## src/rtl/sprite_row_fetcher.sv

```systemverilog
// Sprite row fetcher: during horizontal blanking, reads each player's sprite row
// for the next scanline from the shared sync ROM into shadow registers. The shadow
// registers are copied to the active row registers at line start, and the pixel
// path reads only the active registers.
//
// ROM handshake: RomReq acts as "valid" and RomGnt as "ready". A request is
// accepted in a cycle where both are high. While RomReq is high and not yet
// granted, RomAddr holds its value. RomData is captured exactly ROM_LAT cycles
// after the accepting cycle.
module sprite_row_fetcher #(
  parameter int          SPRITE_H     = 16,
  parameter int          ROM_LAT      = 1,
  parameter int          HBLANK_START = 640,
  parameter int          H_LAST       = 799,
  parameter int          V_ACTIVE     = 480,
  parameter int          V_LAST       = 524,
  parameter logic [11:0] P1_BASE      = 12'd0,
  parameter logic [11:0] P2_BASE      = 12'd16
) (
  input  logic        Clk,
  input  logic        Reset,
  input  logic [9:0]  DrawX,
  input  logic [9:0]  DrawY,
  input  logic [9:0]  P1Y,
  input  logic [9:0]  P2Y,
  output logic        RomReq,
  input  logic        RomGnt,
  output logic [11:0] RomAddr,
  input  logic [47:0] RomData,
  output logic [47:0] P1Row,
  output logic [47:0] P2Row,
  output logic        P1Valid,
  output logic        P2Valid,
  output logic        Overrun,
  output logic [2:0]  fsm_state
);

  typedef enum logic [2:0] {
    IDLE  = 3'd0,
    REQ1  = 3'd1,
    WAIT1 = 3'd2,
    REQ2  = 3'd3,
    WAIT2 = 3'd4,
    DONE  = 3'd5
  } state_t;

  localparam logic [9:0] HB_X     = 10'(HBLANK_START);
  localparam logic [9:0] LAST_X   = 10'(H_LAST);
  localparam logic [9:0] LAST_Y   = 10'(V_LAST);
  localparam logic [3:0] LAT_LAST = 4'(ROM_LAT - 1);

  state_t      state, state_n;
  logic [9:0]  prev_x;
  logic        trigger, commit;
  logic [9:0]  next_line;
  logic        hit1_q, hit2_q;
  logic [3:0]  off1_q, off2_q;
  logic [3:0]  wait_cnt;
  logic [47:0] sh1_row, sh2_row;
  logic        sh1_v, sh2_v;
  logic        rom_req;
  logic [11:0] rom_addr;

  // A row is needed only when the line is visible and lies inside the sprite.
  // The compare is done in 11 bits so that PnY+SPRITE_H cannot wrap.
  function automatic logic row_hit(input logic [9:0] nl, input logic [9:0] py);
    logic [10:0] n, y;
    n = {1'b0, nl};
    y = {1'b0, py};
    return (n < 11'(V_ACTIVE)) && (n >= y) && (n < y + 11'(SPRITE_H));
  endfunction

  assign trigger   = (DrawX == HB_X) && (prev_x != HB_X);
  assign commit    = (DrawX == 10'd0) && (prev_x == LAST_X);
  assign next_line = (DrawY == LAST_Y) ? 10'd0 : DrawY + 10'd1;

  // Remember the previous DrawX so that the trigger and commit events are single-cycle pulses.
  always_ff @(posedge Clk or posedge Reset) begin
    if (Reset) prev_x <= '0;
    else       prev_x <= DrawX;
  end

  // State register.
  always_ff @(posedge Clk or posedge Reset) begin
    if (Reset) state <= IDLE;
    else       state <= state_n;
  end

  // Next state and ROM request. A commit overrides everything and drops any pending request.
  always_comb begin
    state_n  = state;
    rom_req  = 1'b0;
    rom_addr = '0;
    case (state)
      IDLE:  if (trigger) state_n = REQ1;
      REQ1: begin
        if (!hit1_q) state_n = REQ2;
        else begin
          rom_req  = 1'b1;
          rom_addr = P1_BASE + {8'd0, off1_q};
          if (RomGnt) state_n = WAIT1;
        end
      end
      WAIT1: if (wait_cnt == LAT_LAST) state_n = REQ2;
      REQ2: begin
        if (!hit2_q) state_n = DONE;
        else begin
          rom_req  = 1'b1;
          rom_addr = P2_BASE + {8'd0, off2_q};
          if (RomGnt) state_n = WAIT2;
        end
      end
      WAIT2: if (wait_cnt == LAT_LAST) state_n = DONE;
      DONE:  state_n = DONE;
      default: state_n = IDLE;
    endcase
    if (commit) begin
      state_n = IDLE;
      rom_req = 1'b0;
    end
  end

  // Datapath: latch the fetch targets, count ROM latency, fill the shadow
  // registers, and commit them at line start.
  always_ff @(posedge Clk or posedge Reset) begin
    if (Reset) begin
      hit1_q   <= 1'b0;
      hit2_q   <= 1'b0;
      off1_q   <= '0;
      off2_q   <= '0;
      wait_cnt <= '0;
      sh1_row  <= '0;
      sh2_row  <= '0;
      sh1_v    <= 1'b0;
      sh2_v    <= 1'b0;
      P1Row    <= '0;
      P2Row    <= '0;
      P1Valid  <= 1'b0;
      P2Valid  <= 1'b0;
      Overrun  <= 1'b0;
    end else begin
      if (trigger) begin
        if (state == IDLE) begin
          hit1_q <= row_hit(next_line, P1Y);
          hit2_q <= row_hit(next_line, P2Y);
          off1_q <= 4'(next_line - P1Y);
          off2_q <= 4'(next_line - P2Y);
          sh1_v  <= 1'b0;
          sh2_v  <= 1'b0;
        end else begin
          Overrun <= 1'b1;
        end
      end

      if ((state == WAIT1 || state == WAIT2) && state_n == state) wait_cnt <= wait_cnt + 4'd1;
      else                                                       wait_cnt <= '0;

      if (!commit && wait_cnt == LAT_LAST) begin
        if (state == WAIT1) begin
          sh1_row <= RomData;
          sh1_v   <= 1'b1;
        end
        if (state == WAIT2) begin
          sh2_row <= RomData;
          sh2_v   <= 1'b1;
        end
      end

      if (commit) begin
        if (state == DONE) begin
          P1Row   <= sh1_row;
          P2Row   <= sh2_row;
          P1Valid <= sh1_v;
          P2Valid <= sh2_v;
        end else begin
          P1Valid <= 1'b0;
          P2Valid <= 1'b0;
          Overrun <= 1'b1;
        end
      end
    end
  end

  assign RomReq    = rom_req;
  assign RomAddr   = rom_addr;
  assign fsm_state = state;

endmodule

```

## config.mk

```make
export PLATFORM = sky130hd
export DESIGN_NAME = sprite_row_fetcher
export DESIGN_NICKNAME = d
export VERILOG_FILES = /design/src/rtl/sprite_row_fetcher.sv
export SDC_FILE = /design/constraint.sdc
export NUM_CORES = 1
export LEC_CHECK = 0
export ABC_AREA = 1
export ABC_CLOCK_PERIOD_IN_PS = 17360
export BUFFER_PORTS_ARGS = -buffer_cell sky130_fd_sc_hd__buf_2
export CAP_MARGIN = 10
export CORE_MARGIN = 8
export CORE_UTILIZATION = 59
export CTS_BUF_LIST = sky130_fd_sc_hd__clkbuf_16
export CTS_CLUSTER_DIAMETER = 40
export DETAILED_ROUTE_END_ITERATION = 6
export GPL_ROUTABILITY_DRIVEN = 1
export PLACE_DENSITY = 0.83
export SYNTH_ARGS = -nofsm -noshare
export SYNTH_HDL_FRONTEND = slang
export SYNTH_SLANG_ARGS = --single-unit
```

## constraint.sdc

```tcl
create_clock -name Clk -period 17.36 [get_ports Clk]
set_clock_uncertainty 0.05 [all_clocks]
set_input_delay 3.472 -clock Clk [delete_from_list [all_inputs] [get_ports Clk]]
set_output_delay 3.472 -clock Clk [all_outputs]
set_load 0.005 [all_outputs]
```

==> results.txt <==
* Status: completed
- Setup fix buffers added after clock tree synthesis: 0
- Startpoint-to-endpoint class of the critical path: primary input to output pin
- Critical-path cell list: buf_2, nor2_1, nand2_1, nor3_2, nand2_2, inv_2, nor2_1, buf_2
- The first routing iteration left 416 violations.
- Summing the areas of all xor and xnor instances in the mapped netlist gives 1.22% of the synthesized area.
- CTS resizes: 0
- Post-synth top area share: 55.6%
* Largest net degree at the start of global routing: 151
* Antenna violations before repair: 0
- Global routing finished with a remaining overflow of 0.
* Input/output buffers: 198
- In this run the vertical extent of the chip is 147 µm.
- Row generation in the floorplan step produced 47 rows.
- The first detailed-routing pass ran for 5 iterations.
* Post-route antenna net violation count: 0
- The detailed router placed 7490 vias in this run.
* Post-synth ARST share: 100%
- Initial Util: 60.6%
- CTS placed an instance of sky130_fd_sc_hd__clkbuf_16 at the clock tree root.
* Unrepaired setup endpoints after global routing: no
* Clock transition time at the flip-flop clock pins of the worst setup and hold paths: 50 ps
- In this run the cell area of the synthesized design comes to 0.0101 mm².
- After detailed routing, the average wire length per cell comes to 16.3 µm.
* Relative slew margins: 33.6%
- Setup violations remaining at the end of the flow were counted as 0.
- In this run the static leakage power is 6.95 nW.
- The final-report hold violation count is 0.
* Synthesized-area fraction occupied by ao, oa, aoi and oai cells: 7.44%
- By area, the combinational part of the netlist is dominated by simple AND/OR/NAND/NOR gates.
* Cell with the biggest individual delay on the critical path: sky130_fd_sc_hd__nor3_2
- Achievable clock frequency: 0.125 GHz
* Post-CTS Hold Fix Bufs: 0
* CP max FO: 5
- Layout cell share with drive strength beyond 1: 30.0%
* Clock buffer count from CTS: 31
* H-tree level count: 1
- Counting along the longest clock path gives a buffer depth of 3.
- After synthesis the netlist holds a flip-flop and latch count of 224.
* Final Hold Slack: 429 ps
* Post-DP HPWL: 15800 µm
- The final count of pins violating max slew came to 0.
- Yosys mapped the design onto 40 distinct sky130hd cell types.
- Count of inserted antenna diode cells: 0
- The core region is 0.0166 mm².
- Most instantiated flip-flop cell in the synthesis netlist: sky130_fd_sc_hd__dfrtp_1
- Max-cap violations in this run came to 0.
- The critical path contains buffers and inverters numbering 3 combined.
* Arithmetic-cell share of the synthesized area counting full adders, half adders and majority gates: 4.62%
- Final total negative setup slack: 0 ps
- The number of global-route vias before repair was 7948.
- After synthesis, the share of cell area in mux cells is 11.4%.
* Mean Syn Cell Area: 10.3 µm²
- Min cycle time layout: 7970 ps
* Crit path DAT: 4450 ps
- After technology mapping, the gate count stands at 978.
* Seq/Total Area, Yosys: 55.6%
* Area contributors post-synth: sky130_fd_sc_hd__dfrtp_1 56%, sky130_fd_sc_hd__mux2_2 8.7%, sky130_fd_sc_hd__nand2_1 7.3%, sky130_fd_sc_hd__o21ai_0 5.5%, sky130_fd_sc_hd__inv_1 4.4%
* Drt drc: 0
- Via-to-Cell Ratio: 5.27
- Pin placement for this block handled 206 I/O pins.
* # clock sinks: 224
- The final layout contains 1306 nets.
- Maximum vdd ir drop: 78.3 µV
* Slew at the pin closest to its max-slew limit: 996 ps
* Category of the worst setup path capture point: output pin
- Number of enable flip-flop cells after synthesis: 0
- Data required time of the critical path: 13840 ps
- Power spread over the standard cell area amounts to 132 mW/mm².
* Setup crit start kind: primary input
- Wirelength, routed: 23100 µm
- Leading cell type by number of instances after synthesis: sky130_fd_sc_hd__dfrtp_1
- Most frequent cells after synthesis: 224 x sky130_fd_sc_hd__dfrtp_1, 197 x sky130_fd_sc_hd__nand2_1, 118 x sky130_fd_sc_hd__inv_1
- Area overhead of the layout relative to synthesis: 21.2%
* Count of yosys warnings during synthesis: 0
* Simple-gate share of the synthesized area: 12.8%
* First-pass GRT wire length: 38400 µm
- Kind of cell adding the most delay to the critical path: simple AND/OR/NAND/NOR gates
- The die covers 0.0215 mm².
- Biggest area consumer among synthesized cells: sky130_fd_sc_hd__dfrtp_1
* CTS tree: built
- In this design, the stage delay of the slowest critical-path cell is 250 ps.
* Gp weighted congestion: 0.863
- From left edge to right edge, the die measures 147 µm.
* Final period utilization: 45.9%
- Min-delay worst type: register to register
* Fill cell count: 1170
- Source-to-sink clock delay at the later pin of the worst-skew pair: 530 ps
* Overall global routing resource usage: 21.3%
-- final timing paths --
check	slack, ps	cells after the start	end	startpoint
max	9390	8	RomReq	DrawX[1]
min	430	2	sh1_row[38]	sh1_row[38]
max reg2reg	14610	9	sh2_row[17]	wait_cnt[0]
min reg2reg	430	2	sh1_row[38]	sh1_row[38]
max in group asynchronous	12690	3	off2_q[0]	Reset
min in group asynchronous	3110	2	P2Row[28]	Reset
-- metrics by stage --
step	cells	setup slack, ps	utilization, %	instance area, µm²	power (mW)
final	1422	9390	73.4	12200	1.61
after global routing	1422	9310	73.4	12200	1.71
after CTS	1422	9400	73.4	12200	1.62
after detailed placement	1366	9400	67.1	11200	0.983
after global placement	1366	9450	67.1	11200	0.960
after floorplan	984	7700	-	10100	0.903
-- power by group --
| group | internal (mW) | switching, mW | leakage [nW] | total (mW) |
|---|---|---|---|---|
| Sequential | 0.639 | 0.0671 | 2.94 | 0.706 |
| Combinational | 0.0967 | 0.180 | 3.50 | 0.277 |
| Clock | 0.401 | 0.229 | 0.520 | 0.630 |
| Total | 1.14 | 0.476 | 6.95 | 1.61 |
-- registers in the layout, summed over array words and instances, names as in the netlist --
| name | count |
|---|---|
| sh2_v | 1 |
| P1Valid | 1 |
| wait_cnt | 4 |
| off2_q | 4 |
| P2Valid | 1 |
| sh2_row | 48 |
| hit1_q | 1 |
| P1Row | 48 |
| hit2_q | 1 |
| Overrun | 1 |
| prev_x | 10 |
| P2Row | 48 |
| sh1_row | 48 |
| sh1_v | 1 |
| fsm_state | 3 |
| off1_q | 4 |
-- final cells by class --
class                   count  area (µm²)  area share (%)
well taps                 220         275            2.25
flip-flops and latches    224        5610            45.9
clock buffers              31         776            6.35
inverters                 121         462            3.78
clock inverters            25         278            2.27
repair buffers            201        1010            8.29
multi-input cells         600        3810            31.2
-- metal layers --
layer	track usage [%]	wire [µm]	vias up	share of wire [%]
li1	-	-	3587	-
met1	26.8	9990	3619	43
met5	0	0	-	0
met3	4.21	1260	45	5.5
met4	6.39	532	0	2.3
met2	36.5	11400	239	49
-- worst register-to-register path: cells and delay by family (launching register included) --
family          cells  cell delay (ps)
compound gates      1              110
fa+ha+maj           1              140
buf+inv             3              680
flops               1              410
simple gates        4             1250
-- cells by family (layout without fill, tap and decap cells) --
logic type / count (synthesis) / in the layout
compound gates: 142 / 142
xor+xnor: 14 / 14
fa+ha+maj: 36 / 36
buf+inv: 160 / 378
flops: 224 / 224
mux: 96 / 96
other cells: 1 / 7
simple gates: 305 / 305
-- cell usage in the layout (no fill, tap or decap), drive strengths merged --
cell / Yosys / routed
and3: 1 / 1
o211ai: 1 / 1
nand4: 12 / 12
xor2: 8 / 8
o21bai: 1 / 1
or2: 1 / 1
o21ai: 117 / 117
ha: 34 / 34
xnor2: 6 / 6
a311o: 1 / 1
clkinvlp: 0 / 2
dfrtp: 224 / 224
a21o: 2 / 2
nand3b: 2 / 2
clkinv: 1 / 13
conb: 1 / 7
nand2: 201 / 201
nand3: 31 / 31
and2: 1 / 1
a32o: 4 / 4
mux2: 96 / 96
buf: 27 / 201
a211oi: 1 / 1
nor3b: 2 / 2
nor3: 14 / 14
fa: 2 / 2
inv: 120 / 126
nor2: 40 / 40
clkbuf: 12 / 31
a31oi: 1 / 1
a21oi: 14 / 14
bufinv: 0 / 5
(Power assumes the default switching activity.)
